$ cat src/rtl/set_bit_scanner.sv
`default_nettype none
// +--------------------------------------------------------------------------+
// | set_bit_scanner                                                          |
// | Streams every set bit of a word, one one-hot beat per cycle, LSB- or     |
// | MSB-first per word. Define SET_BIT_SCANNER_INDEX_EN to add index_o.      |
// | Revision: 1.0                                                            |
// +--------------------------------------------------------------------------+
module set_bit_scanner #(
    parameter int WIDTH = 32
`ifdef SET_BIT_SCANNER_INDEX_EN
    ,
    localparam int IDX_W = $clog2(WIDTH)
`endif
) (
    input  logic             clk_i,
    input  logic             srst_i,
    input  logic [WIDTH-1:0] data_i,
    input  logic             dir_i,
    input  logic             data_val_i,
    output logic             data_ready_o,
    output logic [WIDTH-1:0] onehot_o,
`ifdef SET_BIT_SCANNER_INDEX_EN
    output logic [IDX_W-1:0] index_o,
`endif
    output logic             last_o,
    output logic             data_val_o,
    input  logic             data_ready_i
);

    typedef enum logic [0:0] {
        ST_IDLE = 1'b0,
        ST_SCAN = 1'b1
    } state_t;

    localparam logic [WIDTH-1:0] c_one = WIDTH'(1);

    state_t           r_state;
    state_t           w_state_nxt;
    logic [WIDTH-1:0] r_residual;
    logic [WIDTH-1:0] w_residual_nxt;
    logic             r_dir;
    logic             w_dir_nxt;

    logic [WIDTH-1:0] w_lsb_iso;
    logic [WIDTH-1:0] w_rev_res;
    logic [WIDTH-1:0] w_rev_iso;
    logic [WIDTH-1:0] w_msb_iso;
    logic [WIDTH-1:0] w_pick;
    logic             w_multi;
    logic             w_scan;
    logic             w_out_hs;
    logic             w_accept;

    // Highest set bit is found by isolating the lowest set bit of the mirrored word.
    genvar gi;
    generate
        for (gi = 0; gi < WIDTH; gi++) begin : g_rev
            assign w_rev_res[gi] = r_residual[WIDTH-1-gi];
            assign w_msb_iso[gi] = w_rev_iso[WIDTH-1-gi];
        end
    endgenerate

    assign w_lsb_iso = r_residual & (~r_residual + c_one);
    assign w_rev_iso = w_rev_res & (~w_rev_res + c_one);
    assign w_pick    = r_dir ? w_msb_iso : w_lsb_iso;
    assign w_multi   = |(r_residual & (r_residual - c_one));

    assign w_scan       = (r_state == ST_SCAN);
    assign data_val_o   = w_scan;
    assign onehot_o     = w_scan ? w_pick : '0;
    assign last_o       = w_scan & ~w_multi;
    assign w_out_hs     = data_val_o & data_ready_i;
    assign data_ready_o = ~srst_i & (~w_scan | (w_out_hs & last_o));
    assign w_accept     = data_val_i & data_ready_o;

`ifdef SET_BIT_SCANNER_INDEX_EN
    logic [IDX_W-1:0] w_index;

    always_comb begin
        w_index = '0;
        for (int i = 0; i < WIDTH; i++) begin
            if (onehot_o[i]) begin
                w_index = w_index | IDX_W'(i);
            end
        end
    end

    assign index_o = w_index;
`endif

    // A new accept takes priority: it can only coincide with a last beat.
    always_comb begin
        w_state_nxt    = r_state;
        w_residual_nxt = r_residual;
        w_dir_nxt      = r_dir;
        if (w_accept) begin
            w_state_nxt    = ST_SCAN;
            w_residual_nxt = data_i;
            w_dir_nxt      = dir_i;
        end else if (w_out_hs) begin
            if (last_o) begin
                w_state_nxt    = ST_IDLE;
                w_residual_nxt = '0;
            end else begin
                w_residual_nxt = r_residual & ~onehot_o;
            end
        end
    end

    always_ff @(posedge clk_i) begin
        if (srst_i) begin
            r_state    <= ST_IDLE;
            r_residual <= '0;
            r_dir      <= 1'b0;
        end else begin
            r_state    <= w_state_nxt;
            r_residual <= w_residual_nxt;
            r_dir      <= w_dir_nxt;
        end
    end

endmodule
`default_nettype wire

$ cat config.mk
export PLATFORM = sky130hd
export DESIGN_NAME = set_bit_scanner
export DESIGN_NICKNAME = d
export VERILOG_FILES = /design/src/rtl/set_bit_scanner.sv
export SDC_FILE = /design/constraint.sdc
export NUM_CORES = 1
export LEC_CHECK = 0
export CAP_MARGIN = 20
export CELL_PAD_IN_SITES_DETAIL_PLACEMENT = 0
export CELL_PAD_IN_SITES_GLOBAL_PLACEMENT = 1
export CORE_MARGIN = 3
export CORE_UTILIZATION = 37
export CTS_CLUSTER_DIAMETER = 150
export DETAILED_ROUTE_END_ITERATION = 7
export GPL_TIMING_DRIVEN = 0
export PLACE_DENSITY_LB_ADDON = 0.1
export SLEW_MARGIN = 15
export SYNTH_ARGS = -nofsm -noshare
export SYNTH_HDL_FRONTEND = slang
export SYNTH_SLANG_ARGS = --single-unit
$ cat constraint.sdc
create_clock -name clk_i -period 4.4 [get_ports clk_i]
set_input_delay 0.88 -clock clk_i [delete_from_list [all_inputs] [get_ports clk_i]]
set_output_delay 0.88 -clock clk_i [all_outputs]
set_load 0.1 [all_outputs]
==> metrics.md <==
| Metric | Value |
|---|---|
| Outcome | complete, no violations |
| Post-DRT Antenna Nets | 0 |
| DR DRC count | 0 |
| Post-Syn Instances | 396 |
| Worst path required time | 3520 ps |
| First-pass GRT wire length | 21000 um |
| Cells along the critical path | or4_1 > clkbuf_4 > nor3_1 > a31oi_1 > nor2b_1 > and3_1 > dlygate4sd2_1 |
| Layout cells sized above 1 | 17.9% |
| # port buffers | 70 |
| Critical Path AT | 3430 ps |
| Sequential fraction of the synthesis area | 22.3% |
| Die area | 9390 um^2 |
| Final hold violations | 0 |
| Mapped Avg Cell Area | 7.72 um^2 |
| Worst r2r src | r_residual[18]$_SDFFE_PP0P_ |
| Fin crit share | 98.0% |
| Worst-Skew Late Latency | 300 ps |
| Core box area | 7890 um^2 |
| Final cell count without fillers | 578 |
| Critical Path Source Type | flop |
| DR iter-0 viols | 411 |
| Sw frac | 44.0% |
| Initial Utilization | 38.8% |
| P_leak | 0.00177 uW |
| Synth Flop Type | dfxtp_1 |
| Critical path peak fanout | 8 |
| Min-Delay Startpoint | r_residual[7]$_SDFFE_PP0P_ |
| First-pass DRT Iterations | 7 |
| Wirelength per Cell | 23.3 um |
| Post-synth EDFFs | 0 |
| Max-cap violation count | 0 |
| Worst Skew | 3.24 ps |
| Pwr Total | 1280 uW |
| Slowest stage delay, CP | 870 ps |
| Ys Warns | 0 |
| Fin crit period | 4310 ps |
| Gp weighted congestion | 0.955 |
| Final WL | 13500 um |
| Root Buffer | clkbuf_8 |
| Largest net degree at the start of global routing | 12 |
| Net count after synthesis | 433 |
| Yosys cell types | 68 |
| Relative slew slack | 35.0% |
| TritonCTS clock tree | built |
| Internal Power | 714 uW |
| Antenna violations before repair | 0 |
| Commonest non-fill, non-tap cell in the layout | o21ai_0 |
| Number of CTS-inserted buffers | 5 |
| #FFs+latches synth | 34 |
| Async set-reset flop share out of synthesis | 0% |
| Synthesized area | 3060 um^2 |
| Switching power | 562 uW |
| CP endpoint kind | output port |
| Max VDD drop | 133 uV |
| Nets | 512 |
| Sequential power share | 28.3% |
| Number of global-route vias before repair | 3528 |
| Htree depth | 2 |
| Die width | 96.9 um |
| Max Buffers Root-to-Sink | 2 |
| Critical-path cell with the highest stage delay | dlygate4sd2_1 |
| RSZ-0062 raised after global routing | no |
| FF-to-FF setup slack | 880 ps |
| Crit path launch | r_residual[27]$_SDFFE_PP0P_ |
| Most frequent cells in the layout | o21ai_0, clkdlybuf4s50_1, dfxtp_1 |
| Max-slew violations | 0 |
| PD cells | 309 nW/um^2 |
| Worst-path clk slew | 90 ps |
| FP Rows | 32 |
| Area Overhead vs Synth | 35.1% |
| Placed cells | 568 |
| Clock Sinks | 34 |
| Clk pwr share | 24.5% |
| Die H | 96.9 um |
| HPWL after detailed placement | 10300 um |
| Global-route total usage across every layer | 27.9% |
| Total number of vias | 3788 |
| # IOs | 72 |
| Antenna cells | 0 |
| Vias per Instance | 6.55 |
| Combinational Power Share | 47.2% |
| Min-delay worst type | reg -> reg |
| CP Class | reg -> out |
| Total grt overflow | 0 |
| Max Clk Rate | 0.232 GHz |
| Final setup viols | 0 |
| Worst Tran Pin Value | 973 ps |
kinds of logic after synthesis:
| group | after synthesis | share of synthesized area [%] |
|---|---|---|
| simple gates | 186 | 36.4 |
| compound gates | 126 | 30.3 |
| buf+inv | 47 | 10.1 |
| flops | 34 | 22.3 |
| fa+ha+maj | 2 | 0.655 |
| mux | 1 | 0.327 |
cell usage after synthesis (2+ instances only):
| master | instances | area, um^2 |
|---|---|---|
| and3_2 | 4 | 30.0 |
| nor3_1 | 16 | 80.1 |
| or3_1 | 3 | 18.8 |
| a32o_2 | 7 | 78.8 |
| nand4b_1 | 2 | 17.5 |
| nor4_1 | 18 | 113 |
| nor4_2 | 4 | 50.1 |
| o31ai_1 | 7 | 52.6 |
| a221o_1 | 5 | 50.1 |
| clkbuf_1 | 20 | 75.1 |
| nor2_1 | 28 | 105 |
| and2_1 | 3 | 18.8 |
| and3_1 | 13 | 81.3 |
| maj3_1 | 2 | 20.0 |
| nand2_1 | 32 | 120 |
| clkbuf_8 | 2 | 27.5 |
| nor4b_1 | 6 | 52.6 |
| a31oi_1 | 4 | 25.0 |
| clkbuf_2 | 2 | 10.0 |
| buf_6 | 9 | 101 |
| buf_4 | 2 | 15.0 |
| nand3_1 | 16 | 80.1 |
| a21boi_0 | 2 | 15.0 |
| a32o_1 | 20 | 200 |
| o41ai_1 | 2 | 17.5 |
| nand4_1 | 15 | 93.8 |
| a21oi_1 | 10 | 50.1 |
| o21ai_1 | 2 | 10.0 |
| dfxtp_1 | 34 | 681 |
| or4_1 | 7 | 52.6 |
| buf_2 | 2 | 10.0 |
| inv_1 | 7 | 26.3 |
| o211a_1 | 3 | 30.0 |
| or4_4 | 3 | 33.8 |
| o32ai_1 | 3 | 26.3 |
| a22oi_1 | 2 | 15.0 |
| o21ai_0 | 48 | 240 |
flip-flops by register name, indices dropped and copies added (netlist names):
signal and flops:
r_residual 32, data_val_o 1, r_dir 1
layer usage:
layer | routed length (um) | vias to the layer above | track usage (%)
met5 | 0 | - | 0
met4 | 413 | 0 | 7.45
met3 | 1380 | 38 | 4.40
met2 | 5810 | 252 | 42.1
met1 | 5890 | 1766 | 40.9
li1 | - | 1732 | -
power by group through the flow:
stage | sequential, uW | combinational, uW | clock [uW]
global route | 364 | 638 | 323
floorplan | 361 | 390 | 0
global placement | 365 | 565 | 0
CTS | 360 | 582 | 317
finish | 361 | 602 | 313
detailed placement | 365 | 562 | 0
worst max-delay path, delay by kind of cell (launching register included):
kind / cells / cell delay [ps]
compound gates: 1 / 140
buf+inv: 2 / 1060
flops: 1 / 400
simple gates: 4 / 1520
what timing repair did:
action | in CTS | in global routing
setup endpoints to repair | 26 | 21
hold endpoints to repair | 0 | 0
hold buffers | 0 | 0
buffers inserted | 2 | 0
resized for setup | 47 | 22
pin swaps | 1 | 0
final cells by class:
class | instances | area [um^2]
Inverter | 7 | 26.3
Tap cell | 102 | 128
Buffer | 40 | 282
Clock buffer | 5 | 68.8
Clock inverter | 3 | 40.0
Multi-Input combinational cell | 315 | 2200
Fill cell | 804 | 3760
Timing Repair Buffer | 72 | 707
Sequential cell | 34 | 681
stage by stage:
step                      area (um^2)  setup WS (ps)  hold WS (ps)  TNS, ps  util [%]
after global placement           3920           -881           600    -1960      49.7
after floorplan                  3090            117           544        0         -
final                            4130           88.3           655        0      52.4
after CTS                        4090           2.87           639        0      51.9
after global routing             4130           22.9           674        0      52.4
after detailed placement         3920           -729           602    -1620      49.7
path summary, 6_finish.rpt:
| check | endpoint | depth (start not counted) |
|---|---|---|
| setup / recovery | onehot_o[10] | 7 |
| hold / removal | r_residual[7]$_SDFFE_PP0P_ | 2 |
| setup reg to reg | r_residual[25]$_SDFFE_PP0P_ | 9 |
| hold reg to reg | r_residual[7]$_SDFFE_PP0P_ | 2 |
(Power assumes the default switching activity.)
